[config.mk]
export PLATFORM = sky130hd
export DESIGN_NAME = fop_gen
export DESIGN_NICKNAME = d
export VERILOG_FILES = /design/src/rtl/fop_pkg.sv /design/src/rtl/fop_match.sv /design/src/rtl/fop_gen.sv
export SDC_FILE = /design/constraint.sdc
export NUM_CORES = 1
export LEC_CHECK = 0
export CORE_UTILIZATION = 40
export DETAILED_ROUTE_END_ITERATION = 10
export GPL_TIMING_DRIVEN = 0
export PLACE_DENSITY = 0.66
export SETUP_SLACK_MARGIN = 0.05
export SLEW_MARGIN = 20
export SYNTH_ARGS = -nofsm -noshare
export SYNTH_HDL_FRONTEND = slang
export SYNTH_HIERARCHICAL = 1
export SYNTH_SLANG_ARGS = --single-unit
export TNS_END_PERCENT = 20
[constraint.sdc]
create_clock -name clk -period 2.9 [get_ports clk]
set_clock_uncertainty 0.05 [all_clocks]
set_input_delay 0.87 -clock clk [delete_from_list [all_inputs] [get_ports clk]]
set_output_delay 0.87 -clock clk [all_outputs]
set_load 0.01 [all_outputs]
[src/rtl/fop_pkg.sv]
// Shared definitions for the Fibonacci-or-prime (FOP) generator:
// FSM state encoding, membership masks and the set-selection helper.
package fop_pkg;

  typedef enum logic [1:0] {
    IDLE = 2'd0,
    SCAN = 2'd1,
    HOLD = 2'd2,
    DONE = 2'd3
  } state_t;

  // Bit i set means value i belongs to the set.
  localparam logic [15:0] FIB_MASK   = 16'h212F;  // {0,1,2,3,5,8,13}
  localparam logic [15:0] PRIME_MASK = 16'h28AC;  // {2,3,5,7,11,13}
  localparam logic [15:0] FOP_MASK   = 16'h29AF;  // union of both

  localparam logic [3:0] LAST_MEMBER = 4'd13;

  // Set selection: 01 = Fibonacci only, 10 = prime only, 00/11 = union.
  function automatic logic [15:0] sel_mask(input logic [1:0] sel);
    case (sel)
      2'b01:   sel_mask = FIB_MASK;
      2'b10:   sel_mask = PRIME_MASK;
      default: sel_mask = FOP_MASK;
    endcase
  endfunction

endpackage

[src/rtl/fop_match.sv]
// Combinational set-membership lookup: hit is the mask bit indexed by in.
module fop_match (
  input  logic [3:0]  in,
  input  logic [15:0] mask,
  output logic        hit
);

  assign hit = mask[in];

endmodule

[src/rtl/fop_gen.sv]
// FOP sequence generator. Scans candidates upward from START_VAL and emits
// every member of the active set on a valid/ready output stream.
// Optional build macro: FOP_GEN_SEL_EN adds a sel[1:0] input choosing the
// Fibonacci, prime or union set; without it the union is always used.
module fop_gen
  import fop_pkg::*;
#(
  parameter int START_VAL = 0,
  parameter bit LOOP      = 1'b0,
  parameter int PASS_W    = 8
) (
  input  logic              clk,
  input  logic              rst_n,
  input  logic              start,
  input  logic              stop,
  input  logic              out_ready,
`ifdef FOP_GEN_SEL_EN
  input  logic [1:0]        sel,
`endif
  output logic [3:0]        out_data,
  output logic              out_valid,
  output logic              out_last,
  output logic              busy,
  output logic              done,
  output logic [PASS_W-1:0] pass_cnt
);

  // Output handshake: a transfer happens on a rising edge where out_valid
  // and out_ready are both high. Once out_valid rises, out_data and
  // out_last stay fixed until that transfer (or until stop/reset withdraws
  // the word); out_ready has no effect while out_valid is low.

  state_t            state, state_n;
  logic [3:0]        cand, cand_n;
  logic [3:0]        data_n;
  logic              valid_n, last_n;
  logic [PASS_W-1:0] pass_n;
  logic              adv;
  logic              hit;
  logic [15:0]       mask;

`ifdef FOP_GEN_SEL_EN
  logic [1:0] sel_q;

  // Capture the set selection when a scan is launched; it holds all scan.
  always_ff @(posedge clk) begin
    if (!rst_n) begin
      sel_q <= 2'b00;
    end else if (state == IDLE && start && !stop) begin
      sel_q <= sel;
    end
  end

  assign mask = sel_mask(sel_q);
`else
  assign mask = FOP_MASK;
`endif

  fop_match u_match (
    .in   (cand),
    .mask (mask),
    .hit  (hit)
  );

  assign busy = (state == SCAN) || (state == HOLD);
  assign done = (state == DONE);

  // Next-state and next-output logic; stop overrides everything else.
  always_comb begin
    state_n = state;
    cand_n  = cand;
    data_n  = out_data;
    valid_n = out_valid;
    last_n  = out_last;
    pass_n  = pass_cnt;
    adv     = 1'b0;
    if (stop) begin
      state_n = IDLE;
      valid_n = 1'b0;
      last_n  = 1'b0;
    end else begin
      case (state)
        IDLE: begin
          if (start) begin
            cand_n  = 4'(START_VAL);
            pass_n  = '0;
            state_n = SCAN;
          end
        end
        SCAN: begin
          if (hit) begin
            data_n  = cand;
            valid_n = 1'b1;
            last_n  = (cand == LAST_MEMBER);
            state_n = HOLD;
          end else begin
            adv = 1'b1;
          end
        end
        HOLD: begin
          if (out_ready) begin
            valid_n = 1'b0;
            last_n  = 1'b0;
            adv     = 1'b1;
          end
        end
        DONE: begin
          state_n = IDLE;
        end
        default: begin
          state_n = IDLE;
        end
      endcase
      // Step to the next candidate, wrapping or finishing at 15.
      if (adv) begin
        if (cand != 4'd15) begin
          cand_n  = cand + 4'd1;
          state_n = SCAN;
        end else if (LOOP) begin
          cand_n  = 4'd0;
          pass_n  = pass_cnt + PASS_W'(1);
          state_n = SCAN;
        end else begin
          state_n = DONE;
        end
      end
    end
  end

  // State, candidate, output and pass-count registers.
  always_ff @(posedge clk) begin
    if (!rst_n) begin
      state     <= IDLE;
      cand      <= 4'd0;
      out_data  <= 4'd0;
      out_valid <= 1'b0;
      out_last  <= 1'b0;
      pass_cnt  <= '0;
    end else begin
      state     <= state_n;
      cand      <= cand_n;
      out_data  <= data_n;
      out_valid <= valid_n;
      out_last  <= last_n;
      pass_cnt  <= pass_n;
    end
  end

endmodule

==> results.sh <==
export IMPL_outcome="finished clean"
export IMPL_worstHoldPathCells=2
export IMPL_synth_warnings=6
export IMPL_drtPass1Iterations=4
export IMPL_finalNetCount=147
export IMPL_clk_pin_slew_ns=0.07
export IMPL_syn_inst=98
export IMPL_setup_viol=0
export IMPL_grtUsageTotal_pct=15.69
export IMPL_crit_start="state[0]"
export IMPL_cp_end_kind="output pin"
export IMPL_post_synth_top_count_cell="dfxtp_1"
export IMPL_syn_area_um2=909.6
export IMPL_synth_flop_cell="dfxtp_1"
export IMPL_synth_top_area_share_pct=26.41
export IMPL_synthSimpleGateAreaFrac_pct=21.60
export IMPL_synthMuxAreaShare_pct=20.36
export IMPL_reg2reg_depth=7
export IMPL_clockPowerShare_pct=36.7
export IMPL_cts_hold_buf=0
export IMPL_ys_ff_latch=12
export IMPL_slew_viol_final=0
export IMPL_synth_xor_area_share_pct=0
export IMPL_routed_wirelength_mm=1.718
export IMPL_max_cap_viol_count=0
export IMPL_postRouteAntennaNets=0
export IMPL_grt_pass1_wl_mm=2.973
export IMPL_clk_latency_ns=0.28
export IMPL_layout_drive_gt1_share_pct=11.85
export IMPL_intPower_mw=0.2726
export IMPL_die_x_um=49.69
export IMPL_seq_area_frac_synth_pct=26.41
export IMPL_combPwrFrac_pct=16.7
export IMPL_synth_edf_count=0
export IMPL_portBuffers=11
export IMPL_rsz0062_at_grt="no"
export IMPL_io_pins=21
export IMPL_fin_cells=162
export IMPL_antenna_found_initial=0
export IMPL_vdd_drop_max_mv=0.3311
export IMPL_path_class="reg2out"
export IMPL_hold_path_endpoint="out_last"
export IMPL_numCtsBuffers=3
export IMPL_grt_max_degree=11
export IMPL_timing_final_crit_share_pct=87.76
export IMPL_cts_resized=0
export IMPL_arrival_ns=1.63
export IMPL_hpwlAfterDp_mm=1.322
export IMPL_synth_top_family_by_area="simple AND/OR/NAND/NOR gates"
export IMPL_root_buffer="clkbuf_4"
export IMPL_ys_top_cells_by_count="12 x dfxtp_1, 9 x nand2_1, 8 x buf_4, 8 x mux2i_1"
export IMPL_required_ns=1.98
export IMPL_final_min_clock_period_ns=2.545
export IMPL_hold_viol_final=0
export IMPL_yosysTopAreaCell="dfxtp_1"
export IMPL_vias=746
export IMPL_post_cts_buffers=0
export IMPL_yosys_top_cells_area="dfxtp_1 26%, mux4_1 12%, mux2i_1 8.8%, ha_1 8.3%, buf_4 6.6%"
export IMPL_drtIter0Drc=10
export IMPL_power_switching_mw=0.08852
export IMPL_max_freq_ghz=0.3929
export IMPL_place_inst=158
export IMPL_core_region_area_um2=2042
export IMPL_powerDensity_nw_per_um2=308.0
export IMPL_cp_max_fo=5
export IMPL_num_fill_cells=202
export IMPL_clock_sinks=12
export IMPL_grt_overflow=0
export IMPL_cts_path_max_buffers=2
export IMPL_leakage_nw=0.5078
export IMPL_switching_share_pct=24.51
export IMPL_synth_distinct_cells=32
export IMPL_seq_power_share_pct=46.5
export IMPL_wire_per_inst_um=10.60
export IMPL_htree_levels=1
export IMPL_finalSetupTns_ns=0
export IMPL_start_util_pct=44.55
export IMPL_synthArstFlopShare_pct=0
export IMPL_n_antenna_cell=0
export IMPL_r2r_slack_ns=0.44
export IMPL_start_kind="flop"
export IMPL_fp_dieArea_um2=2469
export IMPL_rows=16
export IMPL_dieHeight_um=49.69
export IMPL_cts_tree="done"
export IMPL_drc=0
export IMPL_synth_compound_area_share_pct=13.48
export IMPL_gp_congestion=0.8308
export IMPL_r2r_end="cand[0]"
export IMPL_synthAdderAreaFrac_pct=8.253
export IMPL_postSynthAreaPerCell_um2=9.282
export IMPL_reg2reg_from="cand[0]"
export IMPL_hp_class="reg2reg"
export IMPL_vias_per_cell=4.605
export IMPL_grt_pass1_vias=685
export IMPL_hp_start="out_last"
export IMPL_syn2layout_area_growth_pct=28.89
per-layer routing:
metal | global-route usage [%] | wire [um] | vias to the layer above
met1 | 18.90 | 755 | 335
met2 | 25.90 | 850 | 18
li1 | - | - | 391
met3 | 6.790 | 104 | 2
met4 | 2.857 | 7 | 0
met5 | 0 | 0 | -
critical path, stage by stage (launching register included):
cell	delay [ns]
dfxtp_1	0.38
inv_1	0.08
ha_1	0.34
clkdlybuf4s50_1	0.56
kinds of logic after synthesis:
family	after synthesis
adders and majority gates	6
muxes	12
buffers and inverters	14
and+or+nand+nor	35
AOI/OAI and AO/OA	17
other	2
DFF	12
per-stage QoR:
stage | power (mW) | util [%] | hold slack (ns) | instance area, um^2 | setup slack, ns
after floorplan | 0.2165 | - | 0.4261 | 992.2 | 0.6512
after CTS | 0.3638 | 57.41 | 0.4178 | 1172 | 0.3420
after detailed placement | 0.2310 | 55.64 | 0.4075 | 1136 | 0.4580
after global routing | 0.3810 | 57.41 | 0.4676 | 1172 | 0.2554
after global placement | 0.2303 | 55.64 | 0.3973 | 1136 | 0.4839
final | 0.3611 | 57.41 | 0.4094 | 1172 | 0.3548
state kept, by name (all words and copies together), names as in the netlist:
signal	count
state	2
out_data	4
out_valid	1
cand	4
out_last	1
cell type report:
cell class	instances	area, um^2	share of cell area [%]
Inverter	5	18.77	1.601
Multi-Input combinational cell	94	669.4	57.10
Buffer	9	63.81	5.443
Timing Repair Buffer	11	110.1	9.392
Sequential cell	12	240.2	20.49
Tap cell	27	33.78	2.882
Clock buffer	4	36.28	3.095
placed cells by master, fill, tap and decap left out, types with 2 or more instances in the layout:
cell | synthesis | routed
nand2b_1 | 3 | 3
nor2b_1 | 5 | 5
nand2_1 | 9 | 9
conb_1 | 2 | 24
o21ai_0 | 2 | 2
nand3b_1 | 2 | 2
a21oi_1 | 6 | 6
inv_1 | 5 | 5
dfxtp_1 | 12 | 12
and2_1 | 2 | 2
ha_1 | 6 | 6
nand3_1 | 2 | 2
mux2i_1 | 8 | 8
clkbuf_4 | 0 | 3
mux4_1 | 4 | 4
buf_4 | 8 | 8
nor2_1 | 6 | 6
clkdlybuf4s50_1 | 0 | 11
how the worst max path moves through the flow:
stage / endpoint / slack (ns) / cells after the start
after floorplan: cand[1] / 0.65 / 7
after global placement: cand[1] / 0.48 / 7
after detailed placement: cand[1] / 0.46 / 7
after CTS: busy / 0.34 / 3
after global routing: busy / 0.26 / 3
final: busy / 0.35 / 3
power groups by stage:
stage	clock network, mW	registers, mW	logic [mW]
after global placement	0	0.172	0.0585
after floorplan	0	0.172	0.0448
after CTS	0.136	0.168	0.0594
after global routing	0.146	0.168	0.0671
after detailed placement	0	0.172	0.0592
final	0.133	0.168	0.0605
(Power assumes the default switching activity.)
